## config.mk

```make
export PLATFORM = sky130hd
export DESIGN_NAME = sram_sync_ctrl
export DESIGN_NICKNAME = d
export VERILOG_FILES = /design/src/rtl/sram_pkg.sv /design/src/rtl/sram_array.sv /design/src/rtl/sram_sync_ctrl.sv
export SDC_FILE = /design/constraint.sdc
export NUM_CORES = 2
export LEC_CHECK = 0
export BUFFER_PORTS_ARGS = -buffer_cell sky130_fd_sc_hd__buf_2
export CAP_MARGIN = 40
export CORE_MARGIN = 4
export CORE_UTILIZATION = 45
export CTS_CLUSTER_DIAMETER = 200
export DETAILED_ROUTE_END_ITERATION = 8
export PLACE_DENSITY = 0.71
export SLEW_MARGIN = 5
export SYNTH_ARGS = -nofsm -noshare
export SYNTH_HDL_FRONTEND = slang
export SYNTH_SLANG_ARGS = --single-unit
```

## constraint.sdc

```tcl
create_clock -name clk -period 7.61 [get_ports clk]
set_clock_uncertainty 0.05 [all_clocks]
set_input_delay 2.283 -clock clk [delete_from_list [all_inputs] [get_ports clk]]
set_output_delay 2.283 -clock clk [all_outputs]
set_load 0.03 [all_outputs]
```

## src/rtl/sram_pkg.sv

```systemverilog
// Shared types and helpers for the synchronous SRAM controller.
// Define SRAM_PARITY_EN to add one even-parity bit per stored word.
package sram_pkg;

  typedef enum logic {
    ST_INIT,
    ST_IDLE
  } state_e;

`ifdef SRAM_PARITY_EN
  localparam int PAR_W = 1;
`else
  localparam int PAR_W = 0;
`endif

  function automatic int clog2_f(input int n);
    return (n <= 2) ? 1 : $clog2(n);
  endfunction

  function automatic logic par_f(input logic [63:0] d);
    return ^d;
  endfunction

endpackage

```

## src/rtl/sram_array.sv

```systemverilog
// DEPTH x W storage: one write port, one registered read port.
// The storage itself is never reset; only the read register is.
module sram_array #(
  parameter int W     = 8,
  parameter int DEPTH = 256,
  parameter int AW    = 8
) (
  input  logic          clk,
  input  logic          rst_n,
  input  logic          we,
  input  logic [AW-1:0] waddr,
  input  logic [W-1:0]  wdata,
  input  logic          re,
  input  logic [AW-1:0] raddr,
  output logic [W-1:0]  rdata
);

  logic [W-1:0] mem [DEPTH];
  logic [W-1:0] rdata_q;

  always_ff @(posedge clk) begin
    if (we) mem[waddr] <= wdata;
  end

  always_ff @(posedge clk or negedge rst_n) begin
    if (!rst_n) rdata_q <= '0;
    else if (re) rdata_q <= mem[raddr];
  end

  assign rdata = rdata_q;

endmodule

```

## src/rtl/sram_sync_ctrl.sv

```systemverilog
// Synchronous single-port SRAM controller: clear-on-reset, valid/ready
// requests, RD_LAT 1 or 2. Optional SRAM_PARITY_EN adds parity checking.
module sram_sync_ctrl
  import sram_pkg::*;
#(
  parameter int DATA_W = 8,
  parameter int ADDR_W = 8,
  parameter int DEPTH  = 256,
  parameter int RD_LAT = 1
) (
  input  logic              clk,
  input  logic              rst_n,
  input  logic              cs,
  input  logic              req_valid,
  output logic              req_ready,
  input  logic              req_we,
  input  logic [ADDR_W-1:0] req_addr,
  input  logic [DATA_W-1:0] req_wdata,
  output logic              rsp_valid,
  output logic [DATA_W-1:0] rsp_rdata,
  output logic              rsp_err,
  output logic              init_done,
  output logic              rsp_perr
);

  localparam int CW = clog2_f(DEPTH);
  localparam int SW = DATA_W + PAR_W;
  localparam logic [CW-1:0] LAST = CW'(DEPTH - 1);
  localparam bit FULL =
    (64'(DEPTH) == (64'd1 << ADDR_W));

  state_e          state_q, state_d;
  logic [CW-1:0]   clr_q, clr_d;
  logic            init_q, init_d;
  logic            v1_q, v1_d;
  logic            err1_q, err1_d;

  logic            oor, acc;
  logic            arr_we, arr_re;
  logic [CW-1:0]   arr_waddr;
  logic [SW-1:0]   arr_wdata, wword, arr_rdata;
  logic [DATA_W-1:0] d1;
  logic            perr1;

  generate
    if (FULL) begin : g_full
      assign oor = 1'b0;
    end else begin : g_part
      assign oor = req_addr >= ADDR_W'(DEPTH);
    end
  endgenerate

  assign req_ready = cs & init_q;
  assign acc       = req_valid & req_ready;

`ifdef SRAM_PARITY_EN
  assign wword = {par_f(64'(req_wdata)), req_wdata};
`else
  assign wword = req_wdata;
`endif

  always_comb begin
    state_d   = state_q;
    clr_d     = clr_q;
    init_d    = init_q;
    arr_we    = 1'b0;
    arr_re    = 1'b0;
    arr_waddr = clr_q;
    arr_wdata = '0;
    unique case (state_q)
      ST_INIT: begin
        arr_we = 1'b1;
        if (clr_q == LAST) begin
          state_d = ST_IDLE;
          init_d  = 1'b1;
        end else begin
          clr_d = clr_q + 1'b1;
        end
      end
      ST_IDLE: begin
        if (acc && !oor) begin
          arr_we    = req_we;
          arr_re    = !req_we;
          arr_waddr = req_addr[CW-1:0];
          arr_wdata = wword;
        end
      end
    endcase
    v1_d   = acc & ~req_we;
    err1_d = v1_d ? oor : err1_q;
  end

  always_ff @(posedge clk or negedge rst_n) begin
    if (!rst_n) begin
      state_q <= ST_INIT;
      clr_q   <= '0;
      init_q  <= 1'b0;
      v1_q    <= 1'b0;
      err1_q  <= 1'b0;
    end else begin
      state_q <= state_d;
      clr_q   <= clr_d;
      init_q  <= init_d;
      v1_q    <= v1_d;
      err1_q  <= err1_d;
    end
  end

  sram_array #(
    .W     (SW),
    .DEPTH (DEPTH),
    .AW    (CW)
  ) u_arr (
    .clk   (clk),
    .rst_n (rst_n),
    .we    (arr_we),
    .waddr (arr_waddr),
    .wdata (arr_wdata),
    .re    (arr_re),
    .raddr (req_addr[CW-1:0]),
    .rdata (arr_rdata)
  );

  // Out-of-range reads never touch the array, so zero the data here.
  assign d1 = err1_q ? '0 : arr_rdata[DATA_W-1:0];

`ifdef SRAM_PARITY_EN
  assign perr1 = ~err1_q &
    (par_f(64'(d1)) ^ arr_rdata[DATA_W]);
`else
  assign perr1 = 1'b0;
`endif

  generate
    if (RD_LAT == 2) begin : g_lat2
      logic              v2_q;
      logic [DATA_W-1:0] d2_q;
      logic              e2_q, p2_q;

      always_ff @(posedge clk or negedge rst_n) begin
        if (!rst_n) begin
          v2_q <= 1'b0;
          d2_q <= '0;
          e2_q <= 1'b0;
          p2_q <= 1'b0;
        end else begin
          v2_q <= v1_q;
          if (v1_q) begin
            d2_q <= d1;
            e2_q <= err1_q;
            p2_q <= perr1;
          end
        end
      end

      assign rsp_valid = v2_q;
      assign rsp_rdata = d2_q;
      assign rsp_err   = e2_q;
      assign rsp_perr  = p2_q;
    end else begin : g_lat1
      assign rsp_valid = v1_q;
      assign rsp_rdata = d1;
      assign rsp_err   = err1_q;
      assign rsp_perr  = perr1;
    end
  endgenerate

  assign init_done = init_q;

endmodule
```

== Word level (Yosys, flattened, before mapping) ==
Memories as Yosys holds them, arrays and structs flattened. A register that Yosys moved wholly into a read port is not among the register bits.
Index checks and enable logic that the tools add are counted.

* Input port bits: 21
* Output and inout bits: 13
* RAM bits: 2048
* Memories: 1
* Bits in registers: 11
* Word-level logic and storage cells: 29

* Reductions and logical operators: 4
* Muxes and demuxes: 12
* Bitwise logic cells: 6
* Equality and inequality tests: 1
* $add $sub $neg: 1

{| class="wikitable"
|+ Memory list
! memory !! words !! width !! rd ports !! clocked after Yosys merged registers in !! wr ports !! RTL line !! text
|-
| u_arr.mem || 256 || 8 || 1 || 1 || 1 || sram_array.sv:18 || <nowiki>logic [W-1:0] mem [DEPTH];</nowiki>
|}

{| class="wikitable"
|+ Operator list
! kind !! number
|-
| 8-bit 2-to-1 mux || 4
|-
| 8-bit by 1-bit adder with 8-bit output, second input constant || 1
|-
| 8-bit equality test, second input constant || 1
|-
| 1-bit 2-to-1 mux || 7
|-
| 2-bit AND reduction || 2
|-
| 1-bit AND || 3
|-
| 1-bit inverter || 3
|-
| 1-bit zero test || 2
|-
| 1-bit one-hot mux with 2 select lines || 1
|}

== Depth between registers and ports, before layout ==
* Depth after elaboration: 6
* Mapped depth: 13
* Gate-level depth less buffers: 8

== By module ==
Synthesis repeated with hierarchy kept, for this count alone.

* Cells, all modules: 3886
* Area total of the unflattened synthesis: 80673.6 um^2

{| class="wikitable"
|+ Modules (own cells, without submodules)
! module !! sequential area each (um^2) !! area an instance (um^2) !! times used !! cells an instance
|-
| sram_array || 61699.2 || 79961.7 || 1 || 3816
|-
| sram_sync_ctrl || 275.3 || 711.9 || 1 || 70
|}

== Worst setup path after synthesis ==
No wires, ideal clock.

* Path kind: input-to-reg
* From: input req_valid
* To: memory u_arr.mem[0][6], data pin
* Data arrival time: 5982 ps
* Stages: 3
* Slack: 703 ps
* Required time: 6685 ps
* Buffers on the path: 1
* Cell sequence: and3_1 -> clkbuf_1 -> and3_1

* Word-level cells in the longest chain between the ends: 3

{| class="wikitable"
|+ Ends and longest elaborated chain
! what !! RTL line !! text
|-
| from (decl) || sram_sync_ctrl.sv:14 || <nowiki>input logic req_valid,</nowiki>
|-
| 1-bit AND || sram_sync_ctrl.sv:54 || <nowiki>assign acc = req_valid & req_ready;</nowiki>
|-
| 8-bit 2-to-1 mux || sram_sync_ctrl.sv:81 || <nowiki>if (acc && !oor) begin</nowiki>
|-
| 8-bit 2-to-1 mux || sram_sync_ctrl.sv:70 || <nowiki>unique case (state_q)</nowiki>
|-
| named net arr_wdata[6] || sram_sync_ctrl.sv:41 || <nowiki>logic [SW-1:0] arr_wdata, wword, arr_rdata;</nowiki>
|-
| to (decl) || sram_array.sv:18 ||
|}

The timed path passes the listed nets, and every way through them passes these cells.

== Worst setup path after layout ==
* From: input cs
* To: memory u_arr.mem[112][5], enable pin

* Word-level cells in the longest chain between the ends: 6
* Elaborated cells between the ends (all ways): 8
* Classes of those cells: 6 x mux; 2 x bitwise

{| class="wikitable"
|+ Ends and longest elaborated chain
! what !! RTL line !! text
|-
| from (decl) || sram_sync_ctrl.sv:13 || <nowiki>input logic cs,</nowiki>
|-
| 1-bit AND (*) || sram_sync_ctrl.sv:53 || <nowiki>assign req_ready = cs & init_q;</nowiki>
|-
| 1-bit AND (*) || sram_sync_ctrl.sv:54 ||
|-
| 1-bit 2-to-1 mux || sram_sync_ctrl.sv:81 ||
|-
| 1-bit one-hot mux with 2 select lines || sram_sync_ctrl.sv:70 ||
|-
| 1-bit 2-to-1 mux || sram_array.sv:22 || <nowiki>if (we) mem[waddr] <= wdata;</nowiki>
|-
| 1-bit 2-to-1 mux (not written as such) || sram_array.sv:22 ||
|}

Mark *: on every way between the ends. The rest lies on a longest branch, timed or not.

==> results_dict.tcl <==
set metrics [dict create \
    status "finished clean" \
    dr.pass1.iters 6 \
    p_leak_uw 0.0240 \
    required_ns 7.99 \
    clk_pin_slew_ns 0.07 \
    setup_tns_ns 0 \
    cts_setup_buffers 0 \
    yosys_most_used_dff "edfxtp_1" \
    final_util_pct 50.2 \
    grt_pass1_wl_mm 293 \
    drv_cap 0 \
    worstSetupStartpointType "input pin" \
    worst_pin_slew_ns 0.985 \
    power_density_nw_per_um2 247 \
    clock.fmax_mhz 174 \
    clock_path_buffers 3 \
    dieArea_um2 189000 \
    io_pins 34 \
    start_util_pct 45.2 \
    finalHoldViolations 0 \
    fp-row-count 156 \
    ys_top_cells_by_area "edfxtp_1 75%, mux4_2 8.1%, mux2i_1 4.9%, nor2_1 1.4%, mux2_2 0.80%" \
    ctsRootBufferMaster "clkbuf_16" \
    die_h_um 434 \
    ctsResizeCount 0 \
    yosys_register_bits 2067 \
    yosysTopAreaCell "edfxtp_1" \
    tritoncts "built" \
    synth-edff-count 2048 \
    finalCritPeriodShare_pct 75.6 \
    syn_to_final_growth_pct 10.8 \
    finalSetupViolCount 0 \
    insertion_delay_ns 0.81 \
    wl_per_cell_um 29.7 \
    synthCells 4191 \
    dr_total_vias 42200 \
    coreArea_um2 181000 \
    antenna_found_initial 6 \
    synthArstFlopShare_pct 0.919 \
    yosys_warnings 0 \
    fp.dieW_um 434 \
    vdd_drop_max_mv 0.170 \
    cts_hold_buf 0 \
    cp-end-kind "flop" \
    ant_nets 0 \
    fin_ws_ns 1.86 \
    io_buffer_count 31 \
    h-tree-depth 4 \
    dp_hpwl_mm 122 \
    drive_above_1_share_pct 18.5 \
    grt_overflow 0 \
    synth_common_cells "2048 x edfxtp_1, 397 x mux2i_1, 296 x nor2_1" \
    clkSinkCount 2067 \
    grt_max_degree 138 \
    slew_viol_final 0 \
    yosysSeqAreaShare_pct 75.8 \
    synth_top_area_share_pct 75.2 \
    vias_per_cell 6.18 \
    drc 0 \
    nets 4316 \
    grt_pass1_vias 41300 \
    gp_congestion 0.892 \
    rsz0062_at_grt "false" \
    yosysUniqueCellTypes 83 \
    yosysMostFrequentCell "edfxtp_1" \
    synth_area_um2 81800 \
    pre_cts_slack_ns 1.14 \
    hp-class "flop to flop" \
    min_period_ns 5.75 \
    drt-initial-drc-count 5688 \
    grtUsageTotal_pct 21.3 \
    avgSynthCellArea_um2 19.5 \
    wirelength_mm 203 \
    cts_buffers 189 \
    relSlewSlack_pct 34.2 \
    worstPathMaxFanout 11 \
    cp_data_arrival_time_ns 6.14 \
    crit_type "input pin to flop" \
]
state kept, by name, indices dropped and copies added (netlist names):
name / flops
u_arr.mem: 2048
clr_q: 8
u_arr.rdata: 8
init_done: 1
rsp_valid: 1
state_q: 1
routing by layer:
metal | part of all wire (%) | GRT usage, % | routed length, µm
met3 | 10 | 4.58 | 20400
met4 | 4.4 | 8.75 | 8910
met1 | 39 | 30.0 | 79300
met2 | 46 | 32.6 | 94200
met5 | 0 | 0 | 0
worst max-delay path: stages:
cell     delay (ns)
buf_2          0.09
and3_1         0.74
nand2_1        0.42
or3_1          0.42
o31ai_2        0.17
nand3_1        0.83
buf_4          0.52
nor2_1         0.63
area by class of cell:
type	instances	area (µm²)
antenna	3	7.51
multi-input combinational	1862	17900
inverter	5	21.3
fill	14200	90100
timing repair buffer	169	1590
clock inverter	122	1210
tap	2370	2970
sequential	2067	62000
clock buffer	226	4970
cells by family (layout without fill, tap and decap cells):
kind of cell / after synthesis / after routing / synth area share, %
mux: 765 / 765 / 14.3
simple gates: 627 / 627 / 3.45
compound gates: 460 / 460 / 4.02
fa+ha+maj: 1 / 1 / 0.0153
buf+inv: 263 / 522 / 2.39
flops: 2067 / 2067 / 75.8
other cells: 1 / 5 / 0.00459
xor+xnor: 7 / 7 / 0.0750
power by group:
group | switching (µW) | total [µW] | internal [µW]
clock | 4150 | 9510 | 5350
combinational | 363 | 555 | 192
sequential | 0 | 12300 | 12300
total | 4520 | 22400 | 17900
stage by stage:
stage | hold WS [ns] | power, µW | cells | instance area (µm²)
after floorplan | 0.450 | 13000 | 4192 | 81800
after global placement | 0.422 | 13100 | 6436 | 84100
after detailed placement | 0.430 | 13100 | 6469 | 84400
after CTS | 0.451 | 22500 | 6817 | 90600
after global routing | 0.508 | 23000 | 6823 | 90700
final | 0.465 | 22400 | 6824 | 90700
worst paths after layout:
kind	startpoint	to	slack, ns	cells past startpoint
worst max-delay path	cs	u_arr.mem[112][5]	1.86	8
max in group asynchronous	rst_n	u_arr.rdata[4]	5.58	1
min in group asynchronous	rst_n	u_arr.rdata[6]	1.47	1
worst min-delay path	u_arr.rdata[5]	u_arr.rdata[5]	0.46	2
worst max register to register	init_done	u_arr.mem[112][5]	2.79	7
worst min register to register	u_arr.rdata[5]	u_arr.rdata[5]	0.46	2
layout by cell type, fill, tap and decap left out, drive strengths merged, types with 15 or more instances in the layout:
cell type	n
clkbuf	226
mux4	310
bufinv	20
mux2i	397
nor2b	19
o22ai	71
edfxtp	2048
nand2	163
dfrtp	19
nand3b	15
buf	169
a22oi	62
a2111oi	15
a221oi	34
nor2	296
o211ai	16
o21ai	53
mux2	58
nand4	25
clkinv	84
a21oi	60
o221ai	45
a211oi	41
nand3	37
Note: power is estimated with default switching activity, not from simulation.
